==> src/rtl/stream_producer_if.sv <==
// Stream/flush bundle between stream_producer and its consumer.
// master = producer side, slave = consumer side.
interface stream_producer_if #(
    parameter int NUM_CH   = 2,
    parameter int CH_IDX_W = 1,
    parameter int ADDR_W   = 32,
    parameter int ID_W     = 8
);
    logic                     start;
    logic [NUM_CH-1:0]        in_stall;
    logic [NUM_CH*ADDR_W-1:0] out_address;
    logic [NUM_CH*ID_W-1:0]   out_id;
    logic [NUM_CH-1:0]        out_valid;
    logic [NUM_CH-1:0]        out_done;
    logic                     flush_req;
    logic [CH_IDX_W-1:0]      flush_req_ch;
    logic [ID_W-1:0]          flush_req_id;
    logic [NUM_CH-1:0]        flush;
    logic [NUM_CH*ID_W-1:0]   flush_id;

    modport master (
        input  start, in_stall, flush_req, flush_req_ch, flush_req_id,
        output out_address, out_id, out_valid, out_done, flush, flush_id
    );

    modport slave (
        output start, in_stall, flush_req, flush_req_ch, flush_req_id,
        input  out_address, out_id, out_valid, out_done, flush, flush_id
    );
endinterface

==> src/rtl/stream_producer.sv <==
// Multi-channel (address, id) stream source with flush pulse generation.
// Optional one-shot flush timer enabled by defining FLUSH_TIMER_EN.
module stream_producer #(
    parameter int              NUM_CH      = 2,
    parameter int              CH_IDX_W    = 1,
    parameter int              ADDR_W      = 32,
    parameter int              ID_W        = 8,
    parameter int              SEQ_W       = 4,
    parameter int              STRIDE      = 4,
    parameter logic [ADDR_W-1:0] BASE_ADDR = '0,
    parameter int              NUM_TXN     = 0,
    parameter int              FLUSH_DELAY = 60,
    parameter int              FLUSH_CH    = 0,
    parameter logic [ID_W-1:0] FLUSH_ID    = ID_W'(8'h16)
) (
    input  logic             clk,
    input  logic             reset,
    stream_producer_if.master bus
);

    localparam int TAG_W = ID_W - SEQ_W;

    typedef enum logic [1:0] {
        S_IDLE,
        S_RUN,
        S_DONE
    } state_t;

    for (genvar c = 0; c < NUM_CH; c++) begin : g_ch
        localparam logic [TAG_W-1:0] TAG = TAG_W'(c + 1);

        state_t            r_state;
        state_t            w_next;
        logic [ADDR_W-1:0] r_addr;
        logic [SEQ_W-1:0]  r_seq;
        logic [31:0]       r_cnt;
        logic              w_start;
        logic              w_acc;
        logic              w_last;
        logic              w_valid;
        logic              w_done;
        logic [ID_W-1:0]   w_id;

        assign w_start = bus.start && (r_state != S_RUN);
        assign w_acc   = (r_state == S_RUN) && !bus.in_stall[c];
        assign w_last  = (NUM_TXN != 0) && (r_cnt == 32'(NUM_TXN - 1));

        always_ff @(posedge clk or posedge reset) begin
            if (reset) r_state <= S_IDLE;
            else       r_state <= w_next;
        end

        always_comb begin
            w_next = r_state;
            unique case (1'b1)
                w_start:           w_next = S_RUN;
                (w_acc && w_last): w_next = S_DONE;
                default:           ;
            endcase
        end

        always_comb begin
            w_valid = (r_state == S_RUN);
            w_done  = (r_state == S_DONE);
            w_id    = (r_state == S_IDLE) ? '0 : {TAG, r_seq};
        end

        // Last accepted item is held in place once the limit is reached
        always_ff @(posedge clk or posedge reset) begin
            if (reset) begin
                r_addr <= '0;
                r_seq  <= '0;
                r_cnt  <= '0;
            end else if (w_start) begin
                r_addr <= BASE_ADDR;
                r_seq  <= '0;
                r_cnt  <= '0;
            end else if (w_acc && !w_last) begin
                r_addr <= r_addr + ADDR_W'(STRIDE);
                r_seq  <= r_seq + SEQ_W'(1);
                r_cnt  <= r_cnt + 32'd1;
            end
        end

        assign bus.out_address[c*ADDR_W +: ADDR_W] = r_addr;
        assign bus.out_id[c*ID_W +: ID_W]          = w_id;
        assign bus.out_valid[c]                    = w_valid;
        assign bus.out_done[c]                     = w_done;
    end

    logic                   w_ext;
    logic                   w_tmr;
    logic [NUM_CH-1:0]      w_flush;
    logic [NUM_CH*ID_W-1:0] w_fid;
    logic [NUM_CH-1:0]      r_flush;
    logic [NUM_CH*ID_W-1:0] r_fid;

    assign w_ext = bus.flush_req && (32'(bus.flush_req_ch) < NUM_CH);

`ifdef FLUSH_TIMER_EN
    localparam int TMR_W = $clog2(FLUSH_DELAY + 2);

    logic [TMR_W-1:0] r_tmr;
    logic             r_issued;
    logic             r_pend;
    logic             w_due;

    assign w_due = (r_tmr == '0) && !r_issued;
    assign w_tmr = (w_due || r_pend) && !w_ext;

    // External requests win; a blocked timer flush waits as pending
    always_ff @(posedge clk or posedge reset) begin
        if (reset) begin
            r_tmr    <= TMR_W'(FLUSH_DELAY);
            r_issued <= 1'b0;
            r_pend   <= 1'b0;
        end else begin
            if (r_tmr != '0) r_tmr <= r_tmr - TMR_W'(1);
            if (w_tmr) begin
                r_issued <= 1'b1;
                r_pend   <= 1'b0;
            end else if (w_due && w_ext) begin
                r_pend   <= 1'b1;
            end
        end
    end
`else
    logic w_unused;
    assign w_unused = ^32'(FLUSH_DELAY);
    assign w_tmr    = 1'b0;
`endif

    always_comb begin
        w_flush = '0;
        w_fid   = '0;
        for (int c = 0; c < NUM_CH; c++) begin
            if (w_ext && (bus.flush_req_ch == CH_IDX_W'(c))) begin
                w_flush[c]             = 1'b1;
                w_fid[c*ID_W +: ID_W]  = bus.flush_req_id;
            end else if (w_tmr && (c == FLUSH_CH)) begin
                w_flush[c]             = 1'b1;
                w_fid[c*ID_W +: ID_W]  = FLUSH_ID;
            end
        end
    end

    always_ff @(posedge clk or posedge reset) begin
        if (reset) begin
            r_flush <= '0;
            r_fid   <= '0;
        end else begin
            r_flush <= w_flush;
            r_fid   <= w_fid;
        end
    end

    assign bus.flush    = r_flush;
    assign bus.flush_id = r_fid;

endmodule
==> src/flat_wrapper.sv <==
// flat-port wrapper written by rule: the top's interface ports become plain ports
module stream_producer_flat 
#(
    parameter int              NUM_CH      = 2,
    parameter int              CH_IDX_W    = 1,
    parameter int              ADDR_W      = 32,
    parameter int              ID_W        = 8,
    parameter int              SEQ_W       = 4,
    parameter int              STRIDE      = 4,
    parameter logic [ADDR_W-1:0] BASE_ADDR = '0,
    parameter int              NUM_TXN     = 0,
    parameter int              FLUSH_DELAY = 60,
    parameter int              FLUSH_CH    = 0,
    parameter logic [ID_W-1:0] FLUSH_ID    = ID_W'(8'h16)
)
  (clk, reset, bus_start, bus_in_stall, bus_flush_req, bus_flush_req_ch, bus_flush_req_id, bus_out_address, bus_out_id, bus_out_valid, bus_out_done, bus_flush, bus_flush_id);
  stream_producer_if #(.NUM_CH(NUM_CH), .CH_IDX_W(CH_IDX_W), .ADDR_W(ADDR_W), .ID_W(ID_W)) bus_i ();
  input  logic clk;
  input  logic reset;
  input wire logic [$bits(bus_i.start)-1:0] bus_start;
  input wire logic [$bits(bus_i.in_stall)-1:0] bus_in_stall;
  input wire logic [$bits(bus_i.flush_req)-1:0] bus_flush_req;
  input wire logic [$bits(bus_i.flush_req_ch)-1:0] bus_flush_req_ch;
  input wire logic [$bits(bus_i.flush_req_id)-1:0] bus_flush_req_id;
  output wire logic [$bits(bus_i.out_address)-1:0] bus_out_address;
  output wire logic [$bits(bus_i.out_id)-1:0] bus_out_id;
  output wire logic [$bits(bus_i.out_valid)-1:0] bus_out_valid;
  output wire logic [$bits(bus_i.out_done)-1:0] bus_out_done;
  output wire logic [$bits(bus_i.flush)-1:0] bus_flush;
  output wire logic [$bits(bus_i.flush_id)-1:0] bus_flush_id;
  assign bus_i.start = bus_start;
  assign bus_i.in_stall = bus_in_stall;
  assign bus_i.flush_req = bus_flush_req;
  assign bus_i.flush_req_ch = bus_flush_req_ch;
  assign bus_i.flush_req_id = bus_flush_req_id;
  assign bus_out_address = bus_i.out_address;
  assign bus_out_id = bus_i.out_id;
  assign bus_out_valid = bus_i.out_valid;
  assign bus_out_done = bus_i.out_done;
  assign bus_flush = bus_i.flush;
  assign bus_flush_id = bus_i.flush_id;
  stream_producer #(.NUM_CH(NUM_CH), .CH_IDX_W(CH_IDX_W), .ADDR_W(ADDR_W), .ID_W(ID_W), .SEQ_W(SEQ_W), .STRIDE(STRIDE), .BASE_ADDR(BASE_ADDR), .NUM_TXN(NUM_TXN), .FLUSH_DELAY(FLUSH_DELAY), .FLUSH_CH(FLUSH_CH), .FLUSH_ID(FLUSH_ID)) u_core (.clk(clk), .reset(reset), .bus(bus_i));
endmodule
==> config.mk <==
export PLATFORM = sky130hd
export DESIGN_NAME = stream_producer_flat
export DESIGN_NICKNAME = d
export VERILOG_FILES = /design/src/rtl/stream_producer_if.sv /design/src/rtl/stream_producer.sv /design/src/flat_wrapper.sv
export SDC_FILE = /design/constraint.sdc
export NUM_CORES = 1
export LEC_CHECK = 0
export ABC_AREA = 1
export CAP_MARGIN = 20
export CORE_MARGIN = 2
export CORE_UTILIZATION = 40
export DETAILED_ROUTE_END_ITERATION = 8
export PLACE_DENSITY_LB_ADDON = 0.15
export SKIP_CTS_REPAIR_TIMING = 1
export SYNTH_ARGS = -nofsm -noshare
export SYNTH_HDL_FRONTEND = slang
export SYNTH_SLANG_ARGS = --single-unit
export TNS_END_PERCENT = 1
==> constraint.sdc <==
create_clock -name clk -period 7 [get_ports clk]
set_clock_uncertainty 0.1 [all_clocks]
set_input_delay 1.4 -clock clk [delete_from_list [all_inputs] [get_ports clk]]
set_output_delay 1.4 -clock clk [all_outputs]
set_load 0.1 [all_outputs]
* Word level (Yosys, flattened, before mapping) *
Index checks and enable logic that the tools add are counted.

operators by class
  add/sub/neg operators = 4
  order comparisons = 0
  div/mod/pow operators = 0
  equal/unequal tests = 0
  bitwise logic cells = 3
  shifts and indexed selects = 0
  mux-type cells = 14
  reductions and logical operators = 12
  multiply operators = 0

operator list
  cell                                           count
  two-way mux 32 bit                             4
  adder 32 x 3 -> 32 bit, second input constant  2
  two-way mux 4 bit                              4
  two-way mux 8 bit                              2
  adder 4 x 1 -> 4 bit, second input constant    2
  logical AND 1 bit                              6
  two-way mux 6 bit                              1
  two-way mux 5 bit                              1
  zero test 2 bit                                2
  nonzero test 2 bit                             2
  inverter 1 bit                                 3
  zero test 1 bit                                2
  two-way mux 1 bit                              2

word-level totals
  ROM bits = 0
  bits in latches = 0
  input bits = 15
  output and inout port bits = 102
  memories kept = 0
  logic and storage cells = 41
  bits in registers = 92
  bits in writable memories = 0

* Logic depth before layout (Yosys ltp) *
  word-level depth = 4
  mapped depth = 10
  depth with buffers taken out = 10

* Least setup slack after synthesis *
No wires, ideal clock.

  kind = register to output
  start point = register u_core.g_ch[0].r_state[0]
  end point = output bus_out_id[1]
  slack = 4.381 ns
  cell stages (with the launch flop) = 3
  data required time = 5.500 ns
  data arrival time = 1.119 ns
  path through = dfrtp_1 > nand2_1 > inv_1

on the way
  word-level cells in the longest chain between the ends = 2

RTL lines
  element                   line                   source
  start: declaration        stream_producer.sv:32  state_t r_state;
  start signal: assignment  stream_producer.sv:50  else r_state <= w_next;
  zero test 2 bit           stream_producer.sv:65  w_id = (r_state == S_IDLE) ? '0 : {TAG, r_seq};
  two-way mux 5 bit         stream_producer.sv:65
  end: declaration          flat_wrapper.sv:26     output wire logic [$bits(bus_i.out_id)-1:0] bus_out_id;

Every way passes these cells.

* Final worst setup path *
Ends and elaborated chain as after synthesis.

==> flow_summary.toml <==
[synth]
postSynthAreaPerCell_um2 = 7.326
synth_cell_type_count = 32
ys_ff_latch = 88
fraction_of_the_yosys_area_taken_by_sequential_cells_pct = 46.82
synth_area_leader_cell = "sky130_fd_sc_hd__dfrtp_1"
netlist.area_leader.share_pct = 46.82
synth_area_leaders = "sky130_fd_sc_hd__dfrtp_1 47%, sky130_fd_sc_hd__nand2_1 13%, sky130_fd_sc_hd__nor2_1 8.0%"
ys.warnings.count = 0
syn-instance-count = 642
synth.cell_area_um2 = 4703

[floorplan]
fp.dieH_um = 112.4
die_area_um2 = 12640
initial_core_util_pct = 41.01
die_w_um = 112.4
ios = 117
fp.coreArea_um2 = 11470
row_count = 39

[worst_setup_path]
crit_path_cell_trace = "nand2_1, inv_1, clkdlybuf4s50_1"
timing.critical_path.fanout_max = 9
reg2regPathDepth = 8
regToRegSetupSlack_ns = 5.09
slowest_stage_cell_on_the_critical_path = "sky130_fd_sc_hd__clkdlybuf4s50_1"
launching_element_type_of_the_critical_path = "flop"
cp_data_required_time_ns = 5.50
cp_data_arrival_time_ns = 2.13
critical_path.reg2reg.startpoint = "u_core.g_ch[0].r_state[0]"
r2r_end = "u_core.g_ch[0].r_addr[29]"
critPathKind = "flop to output pin"
cp-end-kind = "output pin"
highest_cell_delay_on_the_worst_timing_path_ns = 1.13

[finish]
n_antenna_cell = 0
layout_common_cells = "164 x sky130_fd_sc_hd__nand2_1, 104 x sky130_fd_sc_hd__clkdlybuf4s50_1, 100 x sky130_fd_sc_hd__nor2_1"
drive_gt1_share_pct = 6.391
final_nets = 765
fill_cells = 1094
area_growth_pct = 30.17
final_common_cell = "sky130_fd_sc_hd__nand2_1"

[route]
detail_route.drc_violations = 0
routed_wl_um = 11700
drt-wirelength-per-cell_um = 13.09
antenna_violating_nets_post_route = 0
detailedRoute.firstPassIterationCount = 5
vias = 4342
dr.first_iter.drc_count = 297
viasPerCell = 4.857

[power]
power_density_nw_per_um2 = 319.3
ir_drop_worst_vdd_mv = 0.2736
p_total_w = 0.001955
leakage_power_nw = 3.022

[sta]
final_max_slew_viol_count = 0
grt_setup_unrepaired = "false"
post-route-min-period_ns = 3.625
final.hold.worst_slack_ns = 0.3939
timing.final.setup_violations = 0
worst_margin_pin_slew_ns = 1.020
hold_viol = 0
timing.fmax_ghz = 0.2758
final_clock_period_utilization_by_the_worst_path_pct = 51.79
relSlewSlack_pct = 31.78
tns_ns = 0

[cts]
h-tree-depth = 3
worst_setup_hold_path_clk_slew_ns = 0.07
cts_tree = "done"
cts_num_sinks = 88
cts_root_buf = "sky130_fd_sc_hd__clkbuf_16"
clock_insertion_delay_worst_skew_ns = 0.34
cts_buffers = 9
clock_tree.buffer_depth = 2

[global_routing]
first_pass_grt_wire_length_um = 19690
antenna_found_initial = 0
global_route.overflow_total = 0
pin_count_of_the_biggest_net_entering_global_routing = 47
grtUsageTotal_pct = 19.14
first_global_vias = 4121

[placement]
dp.final_hpwl_um = 8618
gpl.final_weighted_congestion = 0.8608
place.port_buffers = 104

[outcome]
outcome = "completed"

[run]
number_of_violations_of_the_max_capacitance_limit = 0

[hold_path]
hold_end = "u_core.g_ch[0].r_addr[30]"
worst_hold_path.num_cells = 1
hold_path_class = "flop to flop"
holdCritStartpoint = "u_core.g_ch[0].r_addr[30]"
logic make-up (layout without fill, tap and decap cells):
| group | count (synthesis) | count (layout) | share of synthesized area [%] |
|---|---|---|---|
| AND/OR/NAND/NOR | 352 | 352 | 32.30 |
| buffers and inverters | 125 | 223 | 11.49 |
| flip-flops | 88 | 88 | 46.82 |
| AO/OA/AOI/OAI | 72 | 72 | 8.247 |
| adder cells (fa/ha/maj) | 4 | 4 | 1.064 |
| other | 1 | 12 | 0.07973 |
synth_stat cells:
cell type                    n
sky130_fd_sc_hd__a21oi_1    22
sky130_fd_sc_hd__a22o_1      3
sky130_fd_sc_hd__a22oi_1     1
sky130_fd_sc_hd__a31oi_1     2
sky130_fd_sc_hd__a32o_1      1
sky130_fd_sc_hd__buf_2       6
sky130_fd_sc_hd__buf_4      16
sky130_fd_sc_hd__clkbuf_1    1
sky130_fd_sc_hd__clkinv_2    1
sky130_fd_sc_hd__conb_1      1
sky130_fd_sc_hd__dfrtp_1    88
sky130_fd_sc_hd__ha_1        4
sky130_fd_sc_hd__inv_1      97
sky130_fd_sc_hd__inv_2       3
sky130_fd_sc_hd__inv_4       1
sky130_fd_sc_hd__nand2_1   164
sky130_fd_sc_hd__nand2_2     6
sky130_fd_sc_hd__nand2_4     1
sky130_fd_sc_hd__nand3_1    35
sky130_fd_sc_hd__nand3_2     2
sky130_fd_sc_hd__nand3b_1    2
sky130_fd_sc_hd__nand4_1    13
sky130_fd_sc_hd__nor2_1    100
sky130_fd_sc_hd__nor2_2     13
sky130_fd_sc_hd__nor2_4      1
sky130_fd_sc_hd__nor2_8      1
sky130_fd_sc_hd__nor3_1     13
sky130_fd_sc_hd__nor3_2      1
sky130_fd_sc_hd__o21a_1      2
sky130_fd_sc_hd__o21ai_0    38
sky130_fd_sc_hd__o21ai_1     2
sky130_fd_sc_hd__o22ai_1     1
sequential cells by signal (all words and copies together) (netlist names):
name,cells
u_core.g_ch.r_addr,60
u_core.bus.flush_id,16
u_core.g_ch.r_seq,8
u_core.bus.flush,2
u_core.g_ch.r_state,2
worst max-delay path by stage:
stage / to / depth (start not counted) / slack (ns) / from
final: bus_out_id[1] / 3 / 3.37 / u_core.g_ch[0].r_state[0]
after global routing: bus_out_id[1] / 3 / 3.28 / u_core.g_ch[0].r_state[0]
after CTS: bus_out_id[1] / 3 / 3.35 / u_core.g_ch[0].r_state[0]
after detailed placement: u_core.g_ch[0].r_addr[29] / 8 / 3.67 / bus_start
after global placement: u_core.g_ch[0].r_addr[29] / 8 / 3.74 / bus_start
after floorplan: u_core.bus.flush[0] / 1 / 3.22 / reset
layer usage:
layer	global-route usage (%)	part of all wire (%)	vias up	routed length, um
met1	25.73	45	2013	5291
li1	-	-	2195	-
met5	0	0	-	0
met2	30.96	47	120	5546
met3	3.942	5.7	14	672
met4	6.667	1.6	0	187
layout make-up:
cell class | count | area [um2] | area share [%]
Tap cell | 143 | 178.9 | 2.923
Clock buffer | 9 | 225.2 | 3.679
Timing Repair Buffer | 105 | 1049 | 17.13
Inverter | 102 | 387.9 | 6.336
Multi-Input combinational cell | 440 | 2002 | 32.70
Clock inverter | 7 | 77.57 | 1.267
Sequential cell | 88 | 2202 | 35.97
metrics by stage:
stage	utilization [%]	worst slack, ns	instance area (um2)	instances
3_3_place_gp	50.75	3.738	5819	878
6_report	53.39	3.375	6122	894
2_1_floorplan	-	3.221	4745	653
5_1_grt	53.39	3.276	6122	894
4_1_cts	53.39	3.351	6122	894
3_5_place_dp	50.75	3.669	5819	878
worst max-delay path, delay by kind of cell, from the launching register on:
kind	cells	cell delay [ns]
buf+inv	2	1.21
simple gates	1	0.08
flops	1	0.50
where the power goes:
part | switching, W | total (W) | leakage, nW | internal [W]
registers | 0.0000781 | 0.000649 | 1.08 | 0.000571
logic | 0.000641 | 0.000814 | 1.80 | 0.000173
clock network | 0.000211 | 0.000492 | 0.147 | 0.000281
total | 0.000930 | 0.00195 | 3.02 | 0.00102
Note: power is estimated with default switching activity, not from simulation.
